==> src/rtl/vga_timing_gen_pkg.sv <==
// Shared 640x480 timing defaults and types for the VGA timing generator.
// Coordinates are 11-bit unsigned; sync bundle is a packed struct.
package vga_timing_gen_pkg;

  localparam int H_VISIBLE_D = 640;
  localparam int H_FRONT_D   = 16;
  localparam int H_SYNC_D    = 96;
  localparam int H_BACK_D    = 48;
  localparam int V_VISIBLE_D = 480;
  localparam int V_FRONT_D   = 10;
  localparam int V_SYNC_D    = 2;
  localparam int V_BACK_D    = 33;
  localparam int PIPE_LAT_D  = 1;
  localparam int COORD_W     = 11;
  localparam int COORD_MAX   = 2047;

  typedef logic [COORD_W-1:0] coord_t;

  typedef struct packed {
    logic hsync_n;
    logic vsync_n;
    logic blank_n;
  } sync_t;

  localparam sync_t SYNC_RST = '{
    hsync_n: 1'b1,
    vsync_n: 1'b1,
    blank_n: 1'b0
  };

  function automatic logic in_span(
    input coord_t v,
    input int     lo,
    input int     hi
  );
    return (int'(v) >= lo) && (int'(v) <= hi);
  endfunction

endpackage

==> src/rtl/vga_timing_gen_sync_delay_line.sv <==
// Fixed-depth shift register aligning sync/blank with the draw pipeline.
// Depth 0 degenerates to a wire.
module sync_delay_line #(
  parameter int           W       = 3,
  parameter int           DEPTH   = 1,
  parameter logic [W-1:0] RST_VAL = '0
) (
  input  logic         clk,
  input  logic         reset,
  input  logic [W-1:0] d,
  output logic [W-1:0] q
);

  generate
    if (DEPTH == 0) begin : g_thru
      logic unused_clk_rst;
      assign unused_clk_rst = clk ^ reset;
      assign q = d;
    end else begin : g_pipe
      logic [W-1:0] stg [DEPTH];

      always_ff @(posedge clk or posedge reset) begin
        if (reset) begin
          for (int i = 0; i < DEPTH; i++) begin
            stg[i] <= RST_VAL;
          end
        end else begin
          stg[0] <= d;
          for (int i = 1; i < DEPTH; i++) begin
            stg[i] <= stg[i-1];
          end
        end
      end

      assign q = stg[DEPTH-1];
    end
  endgenerate

endmodule

==> src/rtl/vga_timing_gen.sv <==
// VGA raster timing: pixel strobe, stage-0 x/y counters, frame pulses,
// and sync/blank delayed to match the downstream draw latency.
module vga_timing_gen
  import vga_timing_gen_pkg::*;
#(
  parameter int H_VISIBLE = H_VISIBLE_D,
  parameter int H_FRONT   = H_FRONT_D,
  parameter int H_SYNC    = H_SYNC_D,
  parameter int H_BACK    = H_BACK_D,
  parameter int V_VISIBLE = V_VISIBLE_D,
  parameter int V_FRONT   = V_FRONT_D,
  parameter int V_SYNC    = V_SYNC_D,
  parameter int V_BACK    = V_BACK_D,
  parameter int PIPE_LAT  = PIPE_LAT_D
) (
  input  logic        clk,
  input  logic        reset,
  output logic        pix_en,
  output logic [10:0] x,
  output logic [10:0] y,
  output logic        hsync_n,
  output logic        vsync_n,
  output logic        blank_n,
  output logic        frame_start,
  output logic        vblank_start
);

  localparam int H_TOTAL = H_VISIBLE + H_FRONT + H_SYNC + H_BACK;
  localparam int V_TOTAL = V_VISIBLE + V_FRONT + V_SYNC + V_BACK;
  localparam int HS_BEG  = H_VISIBLE + H_FRONT;
  localparam int HS_END  = HS_BEG + H_SYNC - 1;
  localparam int VS_BEG  = V_VISIBLE + V_FRONT;
  localparam int VS_END  = VS_BEG + V_SYNC - 1;

  localparam coord_t H_LAST = coord_t'(H_TOTAL - 1);
  localparam coord_t V_LAST = coord_t'(V_TOTAL - 1);
  localparam coord_t H_VIS  = coord_t'(H_VISIBLE);
  localparam coord_t V_VIS  = coord_t'(V_VISIBLE);

  generate
    if (H_TOTAL > COORD_MAX || V_TOTAL > COORD_MAX) begin : g_bad_total
      $error("vga_timing_gen: H/V totals exceed 11-bit range");
    end
    if (PIPE_LAT < 0 || PIPE_LAT > 4) begin : g_bad_lat
      $error("vga_timing_gen: PIPE_LAT outside 0..4");
    end
  endgenerate

  logic   div;
  coord_t x_q;
  coord_t y_q;
  sync_t  raw;
  sync_t  dly;

  always_ff @(posedge clk or posedge reset) begin
    if (reset) begin
      div <= 1'b0;
      x_q <= '0;
      y_q <= '0;
    end else begin
      div <= ~div;
      if (div) begin
        if (x_q == H_LAST) begin
          x_q <= '0;
          y_q <= (y_q == V_LAST) ? '0 : y_q + coord_t'(1);
        end else begin
          x_q <= x_q + coord_t'(1);
        end
      end
    end
  end

  always_comb begin
    raw         = SYNC_RST;
    raw.hsync_n = !in_span(x_q, HS_BEG, HS_END);
    raw.vsync_n = !in_span(y_q, VS_BEG, VS_END);
    raw.blank_n = (x_q < H_VIS) && (y_q < V_VIS);
  end

  sync_delay_line #(
    .W       ($bits(sync_t)),
    .DEPTH   (PIPE_LAT),
    .RST_VAL (SYNC_RST)
  ) u_dly (
    .clk   (clk),
    .reset (reset),
    .d     (raw),
    .q     (dly)
  );

  // Pulses are stage-0 so the game logic sees them with the coordinates.
  assign pix_en       = div;
  assign x            = x_q;
  assign y            = y_q;
  assign frame_start  = div && (x_q == '0) && (y_q == '0);
  assign vblank_start = div && (x_q == '0) && (y_q == V_VIS);
  assign hsync_n      = dly.hsync_n;
  assign vsync_n      = dly.vsync_n;
  assign blank_n      = dly.blank_n;

endmodule

==> config.mk <==
export PLATFORM = sky130hd
export DESIGN_NAME = vga_timing_gen
export DESIGN_NICKNAME = d
export VERILOG_FILES = /design/src/rtl/vga_timing_gen_pkg.sv /design/src/rtl/vga_timing_gen_sync_delay_line.sv /design/src/rtl/vga_timing_gen.sv
export SDC_FILE = /design/constraint.sdc
export NUM_CORES = 1
export LEC_CHECK = 0
export BUFFER_PORTS_ARGS = -buffer_cell sky130_fd_sc_hd__buf_2
export CAP_MARGIN = 20
export CELL_PAD_IN_SITES_DETAIL_PLACEMENT = 1
export CELL_PAD_IN_SITES_GLOBAL_PLACEMENT = 1
export CORE_MARGIN = 3
export CORE_UTILIZATION = 30
export DETAILED_ROUTE_END_ITERATION = 10
export PLACE_DENSITY_LB_ADDON = 0.1
export SYNTH_ARGS = -nofsm -noshare
export SYNTH_HDL_FRONTEND = slang
export SYNTH_SLANG_ARGS = --single-unit
==> constraint.sdc <==
create_clock -name clk -period 2 [get_ports clk]
set_input_delay 0.2 -clock clk [delete_from_list [all_inputs] [get_ports clk]]
set_output_delay 0.2 -clock clk [all_outputs]
set_load 0.05 [all_outputs]
# Word level (Yosys, flattened, before mapping)
# Cells that the tools add are included.
[word_totals]
reg_bits = 26
input_bits = 2
output_inout_bits = 28
[classes]
n_addsub = 2
order_cmp = 6
eq_ne = 3
n_mux = 2
bitwise_logic = 1
reduce_logical = 11
[op_table]
columns = ["cell", "n"]
rows = [
  ["$add A11 B1 Y11 const B", 2],
  ["$eq A11 B10 Y1 const B", 2],
  ["$logic_not A11 Y1", 2],
  ["$mux W11", 2],
  ["$eq A11 B9 Y1 const B", 1],
  ["$ge A11 B10 Y1 const B", 1],
  ["$ge A11 B9 Y1 const B", 1],
  ["$le A11 B10 Y1 const B", 1],
  ["$le A11 B9 Y1 const B", 1],
  ["$lt A11 B10 Y1 const B", 1],
  ["$lt A11 B9 Y1 const B", 1],
  ["$logic_and A1 B1 Y1", 6],
  ["$logic_not A1 Y1", 2],
  ["$reduce_and A2 Y1", 1],
  ["$not A1 Y1", 1],
]

# Depth between registers and ports, before layout
[depth]
ltp_word = 3
depth_mapped = 6

# By module
# A second synthesis with hierarchy kept.
[hier_totals]
hier_cells = 142
area_unflattened_um2 = 1415.1
[by_module_without_submodules]
columns = ["module", "instances", "cells_per_inst", "area_per_inst_um2", "seq_area_each_um2"]
rows = [
  ["vga_timing_gen", 1, 138, 1333.8, 575.6],
  ["sync_delay_line", 1, 4, 81.3, 77.6],
]

# Worst setup path before layout
# OpenSTA, ideal clock, no wires.
[synth_path]
path_type = "reg-to-output"
start = "register x_q[8] (netlist: x[8])"
end = "output vblank_start"
t_arrival_ns = 3.369
t_required_ns = 1.800
path_slack_ns = -1.569
stages_incl_launch_ff = 5
path_buffers = 1
path_cell_list = "dfrtp_1 > buf_4 > or4_1 > or4_1 > nor4b_1"
[synth_via]
elab_chain_len = 3
[synth_rtl]
columns = ["item", "line_no", "text"]
rows = [
  ["from (decl)", "vga_timing_gen.sv:50", "coord_t x_q;"],
  ["from (signal assigned)", "vga_timing_gen.sv:67", "x_q <= x_q + coord_t'(1);"],
  ["$logic_not A11 Y1", "vga_timing_gen.sv:96", "assign vblank_start = div && (x_q == '0) && (y_q == V_VIS);"],
  ["$logic_and A1 B1 Y1 (2 in a row)", "vga_timing_gen.sv:96", ""],
  ["to (decl)", "vga_timing_gen.sv:25", "output logic vblank_start"],
]
# Every way passes these cells.

# Worst setup path after layout
# Ends and elaborated chain as after synthesis.

==> results.yml <==
power:
  seqPwrFrac_pct: 58.4
  p_int_w: 0.000706
  clkPwrFrac_pct: 40.0
  p_sw_w: 0.000193
  powerDensity_nw_per_um2: 456
  cellLeakagePower_nw: 0.973
  ir_drop_v: 0.000237
  p_comb_share_pct: 1.6
  switching_share_pct: 21.5
place:
  gp_congestion: 0.811
  hpwl_um: 3070
  portBuffers: 29
  dp_cells: 244
  dpl_cell_area_sq_um: 1820
global_route:
  grt_max_degree: 27
  antenna_found_initial: 0
  track_usage_pct: 17.0
  grt_pass1_wl_um: 6960
  gr-total-overflow: 0
  grt_pass1_vias: 1389
floorplanning:
  die_y_um: 73.6
  initial_core_util_pct: 32.6
  die-area_sq_um: 5410
  fp.dieW_um: 73.6
  rows: 23
  ios: 30
  core-area_sq_um: 4200
timing:
  drv_slew: 0
  fin_skew_ns: 0.00783
  final-hold-violation-count: 0
  fin_crit_sh_pct: 115
  setup_slack_ns: -0.304
  tightestPinTransition_ns: 0.394
  rsz0062_at_grt: "true"
  period_minus_slack_ns: 2.30
  slew_headroom_pct: 73.6
  clock.fmax_mhz: 434
  setup_violations: 2
critical_path:
  worst_path_dominant_cell_family: "simple AND/OR/NAND/NOR gates"
  worstPathRequired_ns: 1.80
  cpPeakStageDelay_ns: 0.51
  cp-startpoint: "x[8]"
  crit_path_max_fanout: 2
  reg2reg_from: "x[6]"
  end_kind: "output pin"
  critPathLaunchType: "register"
  crit_chain: "or4_1 > or4_4 > nor4b_4 > buf_6"
  path_class: "reg2out"
  cp_slowest_cell: "or4_1"
  worstPathArrival_ns: 2.10
  cp_num_buf_inv: 1
synth:
  synth_ff_type: "dfrtp_1"
  synth.area.top_cells: "dfrtp_1, xor2_1, ha_1, nand4_1, nor2_1"
  synth_top_area_share_pct: 43.8
  async_flop_share_pct: 100
  ys_seq_elements: 26
  synth_area_leader_cell: "dfrtp_1"
  synth-edff-count: 0
  yosysSeqAreaShare_pct: 47.7
  synthesis.nets: 151
  synth_cell_type_count: 36
  syn_area_sq_um: 1370
  yosys_warnings: 0
  syn_avg_cell_area_sq_um: 9.51
  netlist_instances: 144
finish:
  area_delta_synth_final_pct: 43.8
  finalNetCount: 211
  diodes: 0
  instances_no_fill: 253
  final_area_sq_um: 1970
  drive_gt1_share_pct: 42.9
drt:
  wl_per_cell_um: 17.0
  drt-initial-drc-count: 79
  ant_nets: 0
  via_per_inst: 5.23
  dr_total_vias: 1323
  routed_wl_um: 4300
  drcViolationCount: 0
  drt_first_pass_iters: 4
hold_path:
  min_from: "pix_en"
  hold_class: "reg2reg"
cts:
  cts_tree: "built"
  cts_max_level: 1
  clk_latency_ns: 0.28
  path_clk_slew_ns: 0.10
  max-clock-path-buffers: 2
  cts_sinks: 26
  root_buffer: "clkbuf_8"
  cts_made_buffers: 3
job:
  maxCapViolations: 0
run_status:
  violations: "negative setup slack"
  status: "finished, violations left"
metrics by stage:
step	worst slack, ns	util (%)	power, W	hold slack, ns	TNS (ns)
6_report	-0.304	46.9	0.000899	0.473	-0.569
5_1_grt	-0.362	46.9	0.000935	0.545	-0.821
4_1_cts	-0.317	46.0	0.000916	0.486	-0.624
3_5_place_dp	-0.0815	43.3	0.000549	0.283	-0.187
3_3_place_gp	-0.0554	43.3	0.000549	0.276	-0.0804
2_1_floorplan	-0.442	-	0.000543	0.238	-0.941
power by group through the flow:
stage	clock network [W]	registers (W)	logic [W]
floorplan	0	0.000536	0.00000776
global placement	0	0.000536	0.0000136
detailed placement	0	0.000536	0.0000139
CTS	0.000375	0.000525	0.0000154
global route	0.000392	0.000526	0.0000175
finish	0.000359	0.000525	0.0000142
timing repair:
action,4_1_cts,5_1_grt
hold endpoints to repair,24,0
endpoints found under the setup margin,4,11
gates resized for setup,6,6
pin swaps,0,1
gates cloned,0,1
hold buffers,1,0
buffers inserted,3,0
routing by layer:
| layer | routed length (um) | vias to the layer above | track usage (%) |
|---|---|---|---|
| met5 | 0 | - | 0 |
| li1 | - | 630 | - |
| met4 | 60 | 0 | 5.63 |
| met2 | 2030 | 31 | 27.4 |
| met1 | 2070 | 657 | 23.1 |
| met3 | 144 | 5 | 2.46 |
Yosys cell counts, types with 2 or more instances:
library cell   n
nand2_1       14
xor2_1         8
o21ai_0        8
and3_1         2
nand4_1        9
or4_4          2
xnor2_1        5
nand3_1       10
nor3_1         8
or4_1          2
inv_1          6
dfstp_2        2
dfrtp_1       24
nor4_1         4
nor2_1        15
ha_1           5
worst paths after layout:
path / cells past startpoint / slack [ns] / to
worst max register to register: 4 / 0.01 / y[3]
worst min-delay path: 1 / 0.47 / pix_en
worst min register to register: 1 / 0.47 / pix_en
worst max-delay path: 4 / -0.30 / vblank_start
max in group asynchronous: 4 / 1.19 / u_dly.q[2]
min in group asynchronous: 4 / 0.51 / u_dly.q[0]
placed cells by master (no fill, tap or decap), types with 2 or more instances in the layout:
master	instances
xnor2_1	5
ha_1	5
inv_1	6
dfstp_2	2
clkbuf_8	4
nor3_1	3
nor3_2	5
nand4_1	9
and3_1	2
dfrtp_2	6
dfrtp_1	18
nand3_1	10
nor2_4	2
buf_6	3
nor2_1	13
buf_2	27
nand2_1	14
nor4_4	3
or4_4	4
o21ai_0	7
xor2_1	8
buf_4	27
registers in the layout, indices dropped and copies added (netlist names):
name,count
pix_en,1
x,11
y,11
u_dly.q,3
logic make-up (layout without fill, tap and decap cells):
group	after synthesis	count (layout)	share of synthesized area, %
AO/OA/AOI/OAI	15	15	6.76
XOR/XNOR	13	13	8.31
adder cells (fa/ha/maj)	5	5	4.57
buffers and inverters	10	68	3.65
flip-flops	26	26	47.7
multiplexers	1	1	0.731
AND/OR/NAND/NOR	74	75	28.3
final cells by class:
class | count | area, sq um
Timing Repair Buffer | 58 | 382
Inverter | 6 | 22.5
Fill cell | 511 | 2230
Multi-Input combinational cell | 109 | 788
Sequential cell | 26 | 661
Tap cell | 50 | 62.6
Clock buffer | 4 | 55.1
worst register-to-register path, stage by stage (launching register included):
cell and delay (ns):
dfrtp_2 0.44, or4_4 0.56, or4_4 0.52, or3_1 0.34, nand3_1 0.07
Note: power is estimated with default switching activity, not from simulation.
